`src/rtl/vpix_fetch_pkg.sv`:
```
// Shared constants and types for the video pixel fetch block.
// Four RGB222 pixels are packed into three consecutive bytes of video RAM.
package vpix_fetch_pkg;

    localparam int PIX_WIDTH       = 6;
    localparam int BYTE_WIDTH      = 8;
    localparam int BYTES_PER_GROUP = 3;
    localparam int PIX_PER_GROUP   = 4;
    localparam int GROUP_BITS      = BYTES_PER_GROUP * BYTE_WIDTH;
    localparam int ACT_DELAY       = 5;

    typedef enum logic [2:0] {
        IDLE  = 3'd0,
        ISS0  = 3'd1,
        ISS1  = 3'd2,
        ISS2  = 3'd3,
        DRAIN = 3'd4
    } fetchState_e;

    // True in the three states that put a read on the memory bus.
    function automatic logic isIssue(input fetchState_e s);
        return (s == ISS0) || (s == ISS1) || (s == ISS2);
    endfunction

endpackage

```
`src/rtl/vpix_fetch_if.sv`:
```
// Read bus between the pixel fetch block and the synchronous video RAM.
// Data returns one cycle after the edge at which the read was presented.
interface vpix_fetch_if
    import vpix_fetch_pkg::*;
#(
    parameter int AWIDTH = 16
);

    logic [AWIDTH-1:0]     MemAddr;
    logic                  MemRd;
    logic [BYTE_WIDTH-1:0] MemData;

    modport master (
        output MemAddr,
        output MemRd,
        input  MemData
    );

    modport slave (
        input  MemAddr,
        input  MemRd,
        output MemData
    );

endinterface

```
`src/rtl/vpix_fetch_shift.sv`:
```
// Pixel serializer: takes one 24-bit group, emits four pixels on consecutive
// cycles, blanks outside active video and flags a sticky underrun when the
// group runs dry with nothing new to load.
module vpix_shift
    import vpix_fetch_pkg::*;
#(
    parameter int PWIDTH = PIX_WIDTH
)(
    input  logic                  PixelClk,
    input  logic                  RstN,
    input  logic                  load,
    input  logic [GROUP_BITS-1:0] loadData,
    input  logic                  actGate,
    output logic [PWIDTH-1:0]     pixOut,
    output logic                  underrun
);

    logic [GROUP_BITS-1:0] shReg;
    logic [1:0]            remain;
    logic                  primed;

    // Load a fresh group and show pixel 0, else shift out the rest, else blank.
    always_ff @(posedge PixelClk or negedge RstN) begin
        if (!RstN) begin
            shReg    <= '0;
            remain   <= 2'd0;
            primed   <= 1'b0;
            pixOut   <= '0;
            underrun <= 1'b0;
        end else if (load) begin
            pixOut <= actGate ? loadData[PWIDTH-1:0] : '0;
            shReg  <= loadData >> PWIDTH;
            remain <= 2'(PIX_PER_GROUP - 1);
            primed <= 1'b1;
        end else if (remain != 2'd0) begin
            pixOut <= actGate ? shReg[PWIDTH-1:0] : '0;
            shReg  <= shReg >> PWIDTH;
            remain <= remain - 2'd1;
        end else begin
            pixOut <= '0;
            if (primed && actGate) begin
                underrun <= 1'b1;
            end
        end
    end

endmodule

```
`src/rtl/vpix_fetch.sv`:
```
// Video pixel fetch: on each address strobe reads three bytes from video RAM,
// stages them, and hands the completed group to the serializer on the edge
// after the next strobe, giving a fixed five-edge strobe-to-pixel latency.
module vpix_fetch
    import vpix_fetch_pkg::*;
#(
    parameter int AWIDTH = 16,
    parameter int PWIDTH = PIX_WIDTH
)(
    input  logic              PixelClk,
    input  logic              RstN,
    input  logic [AWIDTH-1:0] AddrIn,
    input  logic              AddrClkIn,
    input  logic              IsActHorz,
    input  logic              IsActVert,
    vpix_fetch_if.master      mem,
    output logic [PWIDTH-1:0] PixOut,
    output logic              Overrun,
    output logic              Underrun
);

    fetchState_e           state;
    fetchState_e           nextState;
    logic                  accept;
    logic                  abort;
    logic [AWIDTH-1:0]     baseAddr;
    logic [1:0]            rdIdx;
    logic [1:0]            rdIdxDly;
    logic                  rdDly;
    logic [GROUP_BITS-1:0] staging;
    logic                  stagingValid;
    logic                  loadPend;
    logic [ACT_DELAY-1:0]  actPipe;
    logic                  shiftLoad;

    assign shiftLoad = loadPend && stagingValid;

    // Fetch state register.
    always_ff @(posedge PixelClk or negedge RstN) begin
        if (!RstN) begin
            state <= IDLE;
        end else begin
            state <= nextState;
        end
    end

    // Next state: a strobe always restarts at ISS0; mid-issue it aborts the fetch.
    always_comb begin
        nextState = state;
        accept    = 1'b0;
        abort     = 1'b0;
        case (state)
            IDLE: begin
                if (AddrClkIn) begin
                    nextState = ISS0;
                    accept    = 1'b1;
                end
            end
            ISS0, ISS1, ISS2: begin
                if (AddrClkIn) begin
                    nextState = ISS0;
                    accept    = 1'b1;
                    abort     = 1'b1;
                end else if (state == ISS0) begin
                    nextState = ISS1;
                end else if (state == ISS1) begin
                    nextState = ISS2;
                end else begin
                    nextState = DRAIN;
                end
            end
            DRAIN: begin
                if (AddrClkIn) begin
                    nextState = ISS0;
                    accept    = 1'b1;
                end else begin
                    nextState = IDLE;
                end
            end
            default: begin
                nextState = IDLE;
            end
        endcase
    end

    // Registered read request, decoded from the state being entered.
    always_ff @(posedge PixelClk or negedge RstN) begin
        if (!RstN) begin
            mem.MemRd   <= 1'b0;
            mem.MemAddr <= '0;
            baseAddr    <= '0;
            rdIdx       <= 2'd0;
        end else begin
            mem.MemRd <= isIssue(nextState);
            if (accept) begin
                baseAddr <= AddrIn;
            end
            case (nextState)
                ISS0: begin
                    mem.MemAddr <= AddrIn;
                    rdIdx       <= 2'd0;
                end
                ISS1: begin
                    mem.MemAddr <= baseAddr + AWIDTH'(1);
                    rdIdx       <= 2'd1;
                end
                ISS2: begin
                    mem.MemAddr <= baseAddr + AWIDTH'(2);
                    rdIdx       <= 2'd2;
                end
                default: begin
                end
            endcase
        end
    end

    // Capture returning bytes; an abort kills the in-flight read and clears staging.
    always_ff @(posedge PixelClk or negedge RstN) begin
        if (!RstN) begin
            rdDly        <= 1'b0;
            rdIdxDly     <= 2'd0;
            staging      <= '0;
            stagingValid <= 1'b0;
        end else begin
            rdDly    <= mem.MemRd && !abort;
            rdIdxDly <= rdIdx;
            if (shiftLoad) begin
                stagingValid <= 1'b0;
            end
            if (rdDly) begin
                case (rdIdxDly)
                    2'd0: staging[7:0]   <= mem.MemData;
                    2'd1: staging[15:8]  <= mem.MemData;
                    2'd2: begin
                        staging[23:16] <= mem.MemData;
                        stagingValid   <= 1'b1;
                    end
                    default: begin
                    end
                endcase
            end
            if (abort) begin
                staging      <= '0;
                stagingValid <= 1'b0;
            end
        end
    end

    // Load request, sticky overrun, and active-region delay matching pixel latency.
    always_ff @(posedge PixelClk or negedge RstN) begin
        if (!RstN) begin
            loadPend <= 1'b0;
            Overrun  <= 1'b0;
            actPipe  <= '0;
        end else begin
            loadPend <= accept;
            if (abort) begin
                Overrun <= 1'b1;
            end
            actPipe <= {actPipe[ACT_DELAY-2:0], IsActHorz & IsActVert};
        end
    end

    vpix_shift #(
        .PWIDTH (PWIDTH)
    ) uShift (
        .PixelClk (PixelClk),
        .RstN     (RstN),
        .load     (shiftLoad),
        .loadData (staging),
        .actGate  (actPipe[ACT_DELAY-1]),
        .pixOut   (PixOut),
        .underrun (Underrun)
    );

endmodule

```
`src/flat_wrapper.sv`:
```
// flat-port wrapper written by rule: the top's interface ports become plain ports
module vpix_fetch_flat import vpix_fetch_pkg::*;
#(
    parameter int AWIDTH = 16,
    parameter int PWIDTH = PIX_WIDTH
)
  (PixelClk, RstN, AddrIn, AddrClkIn, IsActHorz, IsActVert, PixOut, Overrun, Underrun, mem_MemAddr, mem_MemRd, mem_MemData);
  vpix_fetch_if #(.AWIDTH(AWIDTH)) mem_i ();
  input  logic PixelClk;
  input  logic RstN;
  input  logic [AWIDTH-1:0] AddrIn;
  input  logic AddrClkIn;
  input  logic IsActHorz;
  input  logic IsActVert;
  output logic [PWIDTH-1:0] PixOut;
  output logic Overrun;
  output logic Underrun;
  output wire logic [$bits(mem_i.MemAddr)-1:0] mem_MemAddr;
  output wire logic [$bits(mem_i.MemRd)-1:0] mem_MemRd;
  input wire logic [$bits(mem_i.MemData)-1:0] mem_MemData;
  assign mem_MemAddr = mem_i.MemAddr;
  assign mem_MemRd = mem_i.MemRd;
  assign mem_i.MemData = mem_MemData;
  vpix_fetch #(.AWIDTH(AWIDTH), .PWIDTH(PWIDTH)) u_core (.PixelClk(PixelClk), .RstN(RstN), .AddrIn(AddrIn), .AddrClkIn(AddrClkIn), .IsActHorz(IsActHorz), .IsActVert(IsActVert), .mem(mem_i), .PixOut(PixOut), .Overrun(Overrun), .Underrun(Underrun));
endmodule
```
`config.mk`:
```
export PLATFORM = sky130hd
export DESIGN_NAME = vpix_fetch_flat
export DESIGN_NICKNAME = d
export VERILOG_FILES = /design/src/rtl/vpix_fetch_pkg.sv /design/src/rtl/vpix_fetch_if.sv /design/src/rtl/vpix_fetch_shift.sv /design/src/rtl/vpix_fetch.sv /design/src/flat_wrapper.sv
export SDC_FILE = /design/constraint.sdc
export NUM_CORES = 1
export LEC_CHECK = 0
export ABC_AREA = 0
export BUFFER_PORTS_ARGS = -buffer_cell sky130_fd_sc_hd__buf_2
export CAP_MARGIN = 20
export CORE_MARGIN = 4
export CORE_UTILIZATION = 30
export DETAILED_ROUTE_END_ITERATION = 8
export PLACE_DENSITY = 0.49
export SLEW_MARGIN = 25
export SYNTH_ARGS = -nofsm -noshare
export SYNTH_HDL_FRONTEND = slang
export SYNTH_SLANG_ARGS = --single-unit
export TNS_END_PERCENT = 5
```
`constraint.sdc`:
```
create_clock -name PixelClk -period 2.3 [get_ports PixelClk]
set_input_delay 0.69 -clock PixelClk [delete_from_list [all_inputs] [get_ports PixelClk]]
set_output_delay 0.69 -clock PixelClk [all_outputs]
set_load 0.005 [all_outputs]
```
==> run summary, run 1 <==
Status - finished, final reports clean
Initial drt markers - 184
CTS Buf Count - 9
Worst path arrival time - 2.19 ns
Post-Syn Instances - 442
I/O pins - 54
Power share of the sequential group - 47.3%
Die Area - 17,300 sq um
Setup bufs post-CTS - 0
Clock sink count - 101
Final Hold Vio Count - 0
WP buf/inv - 0
Register area share after synthesis - 55.3%
PD cells - 864 nW/um^2
Setup TNS - 0 ns
Vias per inst - 5.02
Crit path from - u_core.state[0]
Footprint of the multi-input gates - 1890 sq um
Final Cycle Share - 84.5%
Sw frac - 29.7%
Setup ws final - 0.357 ns
CTS tree - built
YS warnings - 0
Top FF cell, synth - dfrtp_1
Synth Net Count - 474
Unrepaired setup endpoints after global routing - no
Post-layout util - 36.7%
Startpoint types - register
Slew HR - 55.4%
Synthesized area per cell - 10.3 sq um
Core ar. - 14,800 sq um
Initial Util - 31.0%
Vias - 3,450
Setup Viol. Count Final - 0
Hold slack - 0.268 ns
Residual DRC - 0
Switching Power - 0.00139 W
Die W - 131 microns
Worst skew pair latency - 0.35 ns
Layout Nets - 531
Synth area leader - dfrtp_1
Req. time, crit path - 2.55 ns
Post-synthesis cell type count - 54
Vias in the first global route - 3,611
Layout cell share with drive strength beyond 1 - 18.7%
DP Wirelength - 7780 microns
Worst-Margin Slew - 0.666 ns
Comb power frac - 20.4%
Final Skew - 0.00545 ns
Clk pwr share - 32.3%
CP max stage delay - 0.74 ns
# port buffers - 53
Maximum VDD drop - 401 uV
Average wire per cell in the routed design - 16.1 microns
Gp weighted congestion - 0.849
FMAX - 0.515 GHz
Seq cells post-synth - 101
Clock slew seen by the registers of the worst setup and hold paths - 0.07 ns
Pint - 0.00329 W
FF/Latch Area - 2530 sq um
Slew Limit Fails - 0
CTS H-tree depth - 3
Synth async-reset ratio - 100%
Top area cells in the synthesized netlist - dfrtp_1, mux2i_1, nand2_1
Setup CP Type - reg2reg
Largest net degree at the start of global routing - 43
Place WS - 0.0432 ns
Final WL - 11,100 microns
Critical-path top delay cell - or4b_1
Antenna diodes - 0
First-pass GRT wire length - 18,800 microns
Worst Path Max Fanout - 10
Die H - 131 microns
ANT nets after route - 0
Placed inst area - 5120 sq um
RR Startpoint - u_core.state[0]
CTS root buffer - clkbuf_16
P&R area growth vs syn - 18.4%
Worst Setup End Kind - register
Max_cap viols - 0
R2R setup slack - 0.36 ns
Pre-antenna DRT Iters - 4
Post-route cell area - 5410 sq um
Leak - 2.61 nW
Critical Path, Cell by Cell - or4b_1, nand2_1, a311oi_1, a221oi_1
Filler cells - 1,501
Initial antenna violation count - 0
Congestion Overflow GR - 0
Synth top area share - 55.3%
Largest delay contributor family on the critical path - simple AND/OR/NAND/NOR gates
Hold-fix buffer count after cts - 0
Fin crit period - 1.94 ns
Hold Crit Class - in2async
Post-synth EDFFs - 0
Site row count - 44
GR Util All Layers - 13.5%
Clk buf depth - 2
Netlist Area Pre-Place - 4570 sq um
Quantity of gates resized following cts - 0
## worst paths after layout
path,endpoint,cells after the start
min in group PixelClk,u_core.actPipe[2],0
max reg2reg,u_core.mem.MemAddr[13],4
max in group asynchronous,u_core.mem.MemAddr[13],2
min reg2reg,u_core.actPipe[2],0
max,u_core.mem.MemAddr[13],4
min,u_core.uShift.shReg[12],1
## cells in the mapped netlist (2+ instances only)
library cell and n:
nor2_1 32, a22oi_1 7, nor3_1 5, a21oi_1 9, o211ai_1 5, a21o_1 2, a21boi_0 8, o21ai_0 25
xnor2_1 3, buf_1 2, ha_1 3, and4_1 3, a311oi_1 2, nand2_1 81, or4b_1 2, nand2b_1 5
and3_1 5, mux2i_1 41, o31ai_1 2, nand3_1 9, dfrtp_1 101, inv_1 11, a31o_2 2, clkbuf_1 16
a211oi_1 3, and2_1 4, nor4_1 6, nand4_1 7, buf_2 6, o22ai_1 4, nand3b_1 8
## area by class of cell
type	instances	area share (%)
tap	184	4.25
clock buffer	10	4.23
inverter	12	0.832
clock inverter	5	1.11
timing repair buffer	72	8.04
multi-input combinational	303	34.8
sequential	101	46.7
## worst register-to-register path, cell delays in order (launching register included)
cell and delay, ns:
dfrtp_1 0.48, or4b_1 0.74, nand2_1 0.27, a311oi_1 0.12, a221oi_1 0.23
## registers in the layout, indices dropped and copies added, names as in the netlist
name / cells
u_core.uShift.underrun: 1
u_core.mem.MemAddr: 16
u_core.loadPend: 1
u_core.actPipe: 5
u_core.rdDly: 1
u_core.staging: 24
u_core.stagingValid: 1
u_core.uShift.remain: 2
u_core.uShift.primed: 1
u_core.uShift.pixOut: 6
u_core.rdIdxDly: 2
u_core.Overrun: 1
u_core.baseAddr: 16
u_core.state: 3
u_core.rdIdx: 2
u_core.uShift.shReg: 18
u_core.mem.MemRd: 1
## metrics by stage
step | instances | total power [W]
6_report | 687 | 0.00467
5_1_grt | 687 | 0.00496
4_1_cts | 687 | 0.00476
3_5_place_dp | 672 | 0.00321
3_3_place_gp | 672 | 0.00320
2_1_floorplan | 442 | 0.00282
## power groups by stage
stage / Sequential [W] / Combinational (W) / Clock, W
final: 0.00221 / 0.000954 / 0.00151
after global routing: 0.00224 / 0.00108 / 0.00165
after CTS: 0.00221 / 0.000976 / 0.00157
after detailed placement: 0.00224 / 0.000973 / 0
after global placement: 0.00224 / 0.000960 / 0
after floorplan: 0.00218 / 0.000644 / 0
## placed cells by master, fill, tap and decap left out, types with 3 or more instances in the layout
cell type	instances
o21ai_0	25
a21oi_1	9
nand2b_1	5
ha_1	3
o22ai_1	4
nand3_1	9
and3_1	5
dfrtp_1	101
nand2_1	81
o211ai_1	5
buf_4	18
and2_1	4
inv_1	11
mux2i_1	41
nand4_1	7
buf_2	52
nor4_1	6
nand3b_1	8
a21boi_0	8
and4_1	3
nor3_1	5
xnor2_1	3
clkbuf_16	9
nor2_1	31
a22oi_1	7
a211oi_1	3
## kinds of logic after synthesis
logic type	after synthesis	share of synthesized area, %
DFF	101	55.3
xor gates and xnor gates	4	0.766
and+or+nand+nor	172	18.1
adders and majority gates	3	0.821
AOI/OAI and AO/OA	83	12.5
buffers and inverters	38	3.53
muxes	41	8.98
## metal layers
metal	part of all wire, %	global-route usage [%]	vias to the layer above
li1	-	-	1677
met1	47	17.9	1705
met2	48	21.7	56
met3	4.0	3.59	12
met4	1.2	3.68	0
met5	0	0	-
Note: power is estimated with default switching activity, not from simulation.
==> run 2: changes to the inputs <==
--- a/config.mk
+++ b/config.mk
@@ -5,7 +5,7 @@
 export SDC_FILE = /design/constraint.sdc
 export NUM_CORES = 1
 export LEC_CHECK = 0
-export ABC_AREA = 0
+export ABC_AREA = 1
 export BUFFER_PORTS_ARGS = -buffer_cell sky130_fd_sc_hd__buf_2
 export CAP_MARGIN = 20
 export CORE_MARGIN = 4
==> constraint.sdc (replaced) <==
create_clock -name PixelClk -period 2 [get_ports PixelClk]
set_input_delay 0.6 -clock PixelClk [delete_from_list [all_inputs] [get_ports PixelClk]]
set_output_delay 0.6 -clock PixelClk [all_outputs]
set_load 0.005 [all_outputs]
==> run 2 against run 1 <==
Compared with the run above: critical path depth up 3; total power increased by 23%; count of clock-buffer cells in the layout grew 1; flip-flop and latch count stayed put; register-to-register slack about the same; clock skew grew 0.0019 ns; fmax up 18%; largest power group unchanged; critical path type unchanged; setup slack worse by 0.0093 ns; synthesized cell count increased by 25%; die area up 3.2%; combinational power grew 23%; final cell count increased by 20%.
==> run summary, run 2 <==
Clk buf depth - 2
Synth Net Count - 583
Final Power - 0.00577 W
Initial drt markers - 173
Biggest register - u_core.staging
Final Cycle Share - 82.6%
CTS Buf Count - 9
FF/Latch Area - 2530 sq um
Hold Crit Class - in2async
Post-route insts no fill - 827
DP Wirelength - 8690 microns
Antenna diodes - 0
Largest net degree at the start of global routing - 35
Most common cell after layout, fill and taps aside - nand2_1
Status - finished, final reports clean
Seq cells post-synth - 101
Final Hold Vio Count - 0
Maximum VDD drop - 425 uV
Core ar. - 15,300 sq um
Layout cell share with drive strength beyond 1 - 20.6%
Worst path arrival time - 1.89 ns
Pre-antenna DRT Iters - 4
Critical-path top delay cell - dfrtp_1
First-pass GRT wire length - 20,000 microns
Top FF cell, synth - dfrtp_1
Final WL - 12,000 microns
Clock sink count - 101
Vias - 3,849
Synth area leader - dfrtp_1
Setup Viol. Count Final - 0
Synth top cells by count - nand2_1, dfrtp_1, nand3_1
Die Area - 17,800 sq um
CTS root buffer - clkbuf_16
I/O pins - 54
Most used cell, CP - nand2_1
Slew Limit Fails - 0
Post-synthesis cell type count - 32
Top area cells in the synthesized netlist - dfrtp_1, nand2_1, nand3_1
Req. time, crit path - 2.23 ns
Footprint of the multi-input gates - 1900 sq um
P&R area growth vs syn - 18.6%
Commonest cells after routing, fill and taps aside - nand2_1, dfrtp_1, nand3_1, buf_2, nor2_1
Leak - 2.71 nW
Vias in the first global route - 3,956
Count leader, synth - nand2_1
ANT nets after route - 0
Worst Setup End Kind - register
M1 GR Usage - 17.1%
Hold-fix buffer count after cts - 0
Netlist Area Pre-Place - 4730 sq um
Filler cells - 1,643
Vias per inst - 4.65
CP max stage delay - 0.50 ns
Average wire per cell in the routed design - 14.5 microns
Post-synth EDFFs - 0
Biggest regs - u_core.staging x24, u_core.uShift.shReg x18
Die W - 134 microns
Clock slew seen by the registers of the worst setup and hold paths - 0.07 ns
Worst-Margin Slew - 0.649 ns
Register area share after synthesis - 53.5%
Layout Nets - 643
Quantity of gates resized following cts - 0
Fin crit period - 1.65 ns
Met2 Use GR - 24.9%
Initial Util - 30.9%
CTS H-tree depth - 3
Site row count - 45
Gp weighted congestion - 0.817
# port buffers - 53
Critical Path, Cell by Cell - nand2_1, nor2_1, nand2_1, nor2_1, nand2_1, nand3_1, nand3_1
GR Util All Layers - 14.1%
Worst Path Max Fanout - 9
Final Skew - 0.00735 ns
Post-placement cell count - 811
Die H - 134 microns
YS warnings - 0
Initial antenna violation count - 0
Congestion Overflow GR - 0
GRT busiest layer - met2
Max_cap viols - 0
Post-Syn Instances - 551
Synth async-reset ratio - 100%
Synth top area share - 53.5%
Synthesized area per cell - 8.58 sq um
Unrepaired setup endpoints after global routing - no
Setup CP Type - reg2reg
Met3 GRT Util - 4.00%
Slew HR - 56.7%
CTS tree - built
Residual DRC - 0
Max reg flops - 24
Worst skew pair latency - 0.36 ns
PD cells - 1030 nW/um^2
Startpoint types - register
Setup bufs post-CTS - 0
FMAX - 0.605 GHz
run 2: cell types whose count changed after synthesis, sizes merged, moves of 9 or more:
cell / change
nand3: +48
inv: +35
o21ai: +36
nand2: +74
clkbuf: -14
nor2: +23
mux2i: -41
a21oi: +9
run 2: cell families (layout without fill, tap and decap cells):
family | after synthesis | in the layout | synth area share, %
simple gates | 289 | 289 | 27.7
flops | 101 | 101 | 53.5
compound gates | 91 | 91 | 11.6
buf+inv | 67 | 132 | 6.51
fa+ha+maj | 3 | 3 | 0.794
run 2: final timing paths:
path / slack [ns] / from / end / cells past startpoint
min in group PixelClk: 0.35 / u_core.actPipe[0] / u_core.actPipe[1] / 0
max in group asynchronous: 1.24 / RstN / u_core.mem.MemAddr[9] / 2
worst max register to register: 0.35 / u_core.baseAddr[3] / u_core.mem.MemAddr[10] / 7
worst max-delay path: 0.35 / u_core.baseAddr[3] / u_core.mem.MemAddr[10] / 7
worst min register to register: 0.35 / u_core.actPipe[0] / u_core.actPipe[1] / 0
worst min-delay path: 0.19 / RstN / u_core.uShift.shReg[13] / 1
run 2: area by class of cell:
class,instances,area share [%]
Tap cell,211,4.71
Clock buffer,11,4.51
Clock inverter,5,1.58
Sequential cell,101,45.1
Multi-Input combinational cell,383,33.8
Inverter,50,3.39
Timing Repair Buffer,66,6.96
run 2: critical path: cells and delay by family (launching register included):
family | cells | cell delay (ns)
DFF | 1 | 0.50
and+or+nand+nor | 7 | 1.03
run 2: report_power, final:
group | switching [W] | internal, W | leakage (nW)
sequential | 0.000227 | 0.00238 | 1.29
clock | 0.000818 | 0.00118 | 0.168
combinational | 0.000746 | 0.000420 | 1.25
total | 0.00179 | 0.00398 | 2.71
run 2: stage by stage:
| stage | utilization [%] | worst slack, ns | cell area, sq um | TNS [ns] | hold WS (ns) |
|---|---|---|---|---|---|
| after CTS | 36.6 | 0.0700 | 5610 | 0 | 0.210 |
| after global routing | 36.6 | 0.145 | 5610 | 0 | 0.232 |
| after floorplan | - | 0.638 | 4730 | 0 | 0.304 |
| after global placement | 34.4 | -0.146 | 5270 | -0.146 | 0.336 |
| final | 36.6 | 0.348 | 5610 | 0 | 0.193 |
| after detailed placement | 34.4 | -0.135 | 5270 | -0.135 | 0.335 |
run 2: per-layer routing:
layer	wire, microns	vias up	part of all wire [%]
met5	0	-	0
met4	108	0	0.90
met1	5330	1854	44
li1	-	1927	-
met2	6110	58	51
met3	430	10	3.6
==> run 3: changes to the inputs <==
--- a/config.mk
+++ b/config.mk
@@ -5,7 +5,7 @@
 export SDC_FILE = /design/constraint.sdc
 export NUM_CORES = 1
 export LEC_CHECK = 0
-export ABC_AREA = 1
+export ABC_AREA = 0
 export BUFFER_PORTS_ARGS = -buffer_cell sky130_fd_sc_hd__buf_2
 export CAP_MARGIN = 20
 export CORE_MARGIN = 4
==> constraint.sdc (replaced) <==
create_clock -name PixelClk -period 1.6 [get_ports PixelClk]
set_input_delay 0.48 -clock PixelClk [delete_from_list [all_inputs] [get_ports PixelClk]]
set_output_delay 0.48 -clock PixelClk [all_outputs]
set_load 0.005 [all_outputs]
==> run 3 against run 2 <==
Compared with the run above: the flow now finishes with violations (negative setup slack); critical path depth decreased by 3; worst hold slack worse by 0.18 ns; wire length down 2.1%; fmax is 3.9% lower; combinational power increased by 43%; utilization increased by 3.1 points; die area decreased by 3.1%; design area increased by 4.5%; setup slack lost 0.47 ns; flip-flop and latch count is the same; global-route usage fell by 0.074 points; critical endpoint is now u_core.mem.MemAddr[9].
==> run summary, run 3 (same netlist as run 1, synthesis figures left out) <==
CTS root buffer - clkbuf_16
Clock sink count - 101
Gp weighted congestion - 0.912
Req. time, crit path - 1.87 ns
Setup TNS - -0.665 ns
Max_cap viols - 0
Startpoint types - register
Setup Viol. Count Final - 11
Setup ws final - -0.120 ns
Unrepaired setup endpoints after global routing - yes
Slew Limit Fails - 0
Worst skew pair latency - 0.35 ns
ANT nets after route - 0
Pre-antenna DRT Iters - 4
Final WL - 11,700 microns
WP buf/inv - 0
Hold Crit Class - in2async
Biggest regs - u_core.staging x24, u_core.uShift.shReg x18
Initial Util - 31.0%
I/O pins - 54
CTS H-tree depth - 3
Slew HR - 75.4%
Die H - 131 microns
Leak - 2.81 nW
CP max stage delay - 0.65 ns
FMAX - 0.581 GHz
Critical-path top delay cell - or4b_4
Max reg flops - 24
Crit path from - u_core.state[0]
Filler cells - 1,499
Final Power - 0.00695 W
Initial drt markers - 178
P&R area growth vs syn - 28.2%
Biggest register - u_core.staging
Layout cell share with drive strength beyond 1 - 29.0%
Setup CP Type - reg2reg
Place WS - -0.393 ns
Largest net degree at the start of global routing - 38
Worst path arrival time - 1.99 ns
Final Hold Vio Count - 0
Final Skew - 0.00751 ns
Status - complete, but fails checks
Commonest cells after routing, fill and taps aside - dfrtp_1, nand2_1, buf_2, buf_4, mux2i_1
Post-route cell area - 5860 sq um
Fin crit period - 1.72 ns
Maximum VDD drop - 560 uV
Largest delay contributor family on the critical path - simple AND/OR/NAND/NOR gates
Vias in the first global route - 3,717
Hold-fix buffer count after cts - 0
First-pass GRT wire length - 19,700 microns
GR Util All Layers - 14.0%
Vias - 3,589
CTS tree - built
Final Cycle Share - 108%
Placed inst area - 5410 sq um
Congestion Overflow GR - 0
Residual DRC - 0
Antenna diodes - 0
Footprint of the multi-input gates - 2040 sq um
Die Area - 17,300 sq um
Average wire per cell in the routed design - 16.2 microns
Core ar. - 14,800 sq um
DP Wirelength - 8340 microns
Clk buf depth - 2
Die W - 131 microns
Most common cell after layout, fill and taps aside - dfrtp_1
Hold slack - 0.0144 ns
Layout Nets - 565
Worst-Margin Slew - 0.369 ns
CTS Buf Count - 9
# port buffers - 53
Worst Setup End Kind - register
RR Startpoint - u_core.state[0]
Critical Path, Cell by Cell - or4b_4, a2111oi_4, a211oi_1, a31oi_1
R2R setup slack - -0.12 ns
FF/Latch Area - 2530 sq um
PD cells - 1190 nW/um^2
Clock slew seen by the registers of the worst setup and hold paths - 0.07 ns
Vias per inst - 4.97
Failing checks - negative setup slack
Worst Path Max Fanout - 7
Site row count - 44
Initial antenna violation count - 0
## run 3: cell types whose count changed in the layout (fill, tap and decap cells not counted), sizes merged, moves of 8 or more
| cell | delta |
|---|---|
| nand3 | -48 |
| nand2 | -74 |
| nand3b | +8 |
| a21oi | -9 |
| buf | +40 |
| inv | -35 |
| nor2 | -23 |
| mux2i | +41 |
| o21ai | -36 |
| a21boi | +8 |
## run 3: timing repair
| action | 4_1_cts | 5_1_grt |
|---|---|---|
| setup endpoints to repair | 19 | 24 |
| resized for setup | 13 | 20 |
| pin swaps | 7 | 1 |
| buffers inserted | 1 | 1 |
## run 3: metrics by stage
step                util, %  std cells
floorplan                 -        442
global placement       36.7        704
detailed placement     36.7        704
CTS                    39.0        721
global route           39.7        722
finish                 39.7        722
## run 3: final cells by class
| type | instances | share of cell area [%] |
|---|---|---|
| clock buffers | 12 | 4.38 |
| clock inverters | 4 | 0.512 |
| well taps | 184 | 3.93 |
| flip-flops and latches | 101 | 43.2 |
| inverters | 12 | 0.769 |
| multi-input cells | 303 | 34.7 |
| repair buffers | 106 | 12.5 |
## run 3: final timing paths
| check | endpoint | depth (start not counted) |
|---|---|---|
| min in group PixelClk | u_core.actPipe[0] | 2 |
| max in group asynchronous | u_core.state[2] | 2 |
| worst max-delay path | u_core.mem.MemAddr[9] | 4 |
| worst max register to register | u_core.mem.MemAddr[9] | 4 |
| worst min register to register | u_core.actPipe[3] | 0 |
| worst min-delay path | u_core.uShift.shReg[8] | 1 |
## run 3: power breakdown
group	switching [W]	internal [W]	total [W]
Combinational	0.000876	0.000798	0.00167
Sequential	0.000249	0.00290	0.00315
Clock	0.000980	0.00115	0.00213
## run 3: routing by layer
metal  global-route usage (%)  wire [microns]  part of all wire [%]  vias up
li1                         -               -                     -     1739
met1                     18.3            5390                    46     1770
met2                     23.4            5690                    49       68
met3                     3.40             484                   4.1       12
met4                     3.79             153                   1.3        0
met5                        0               0                     0        -
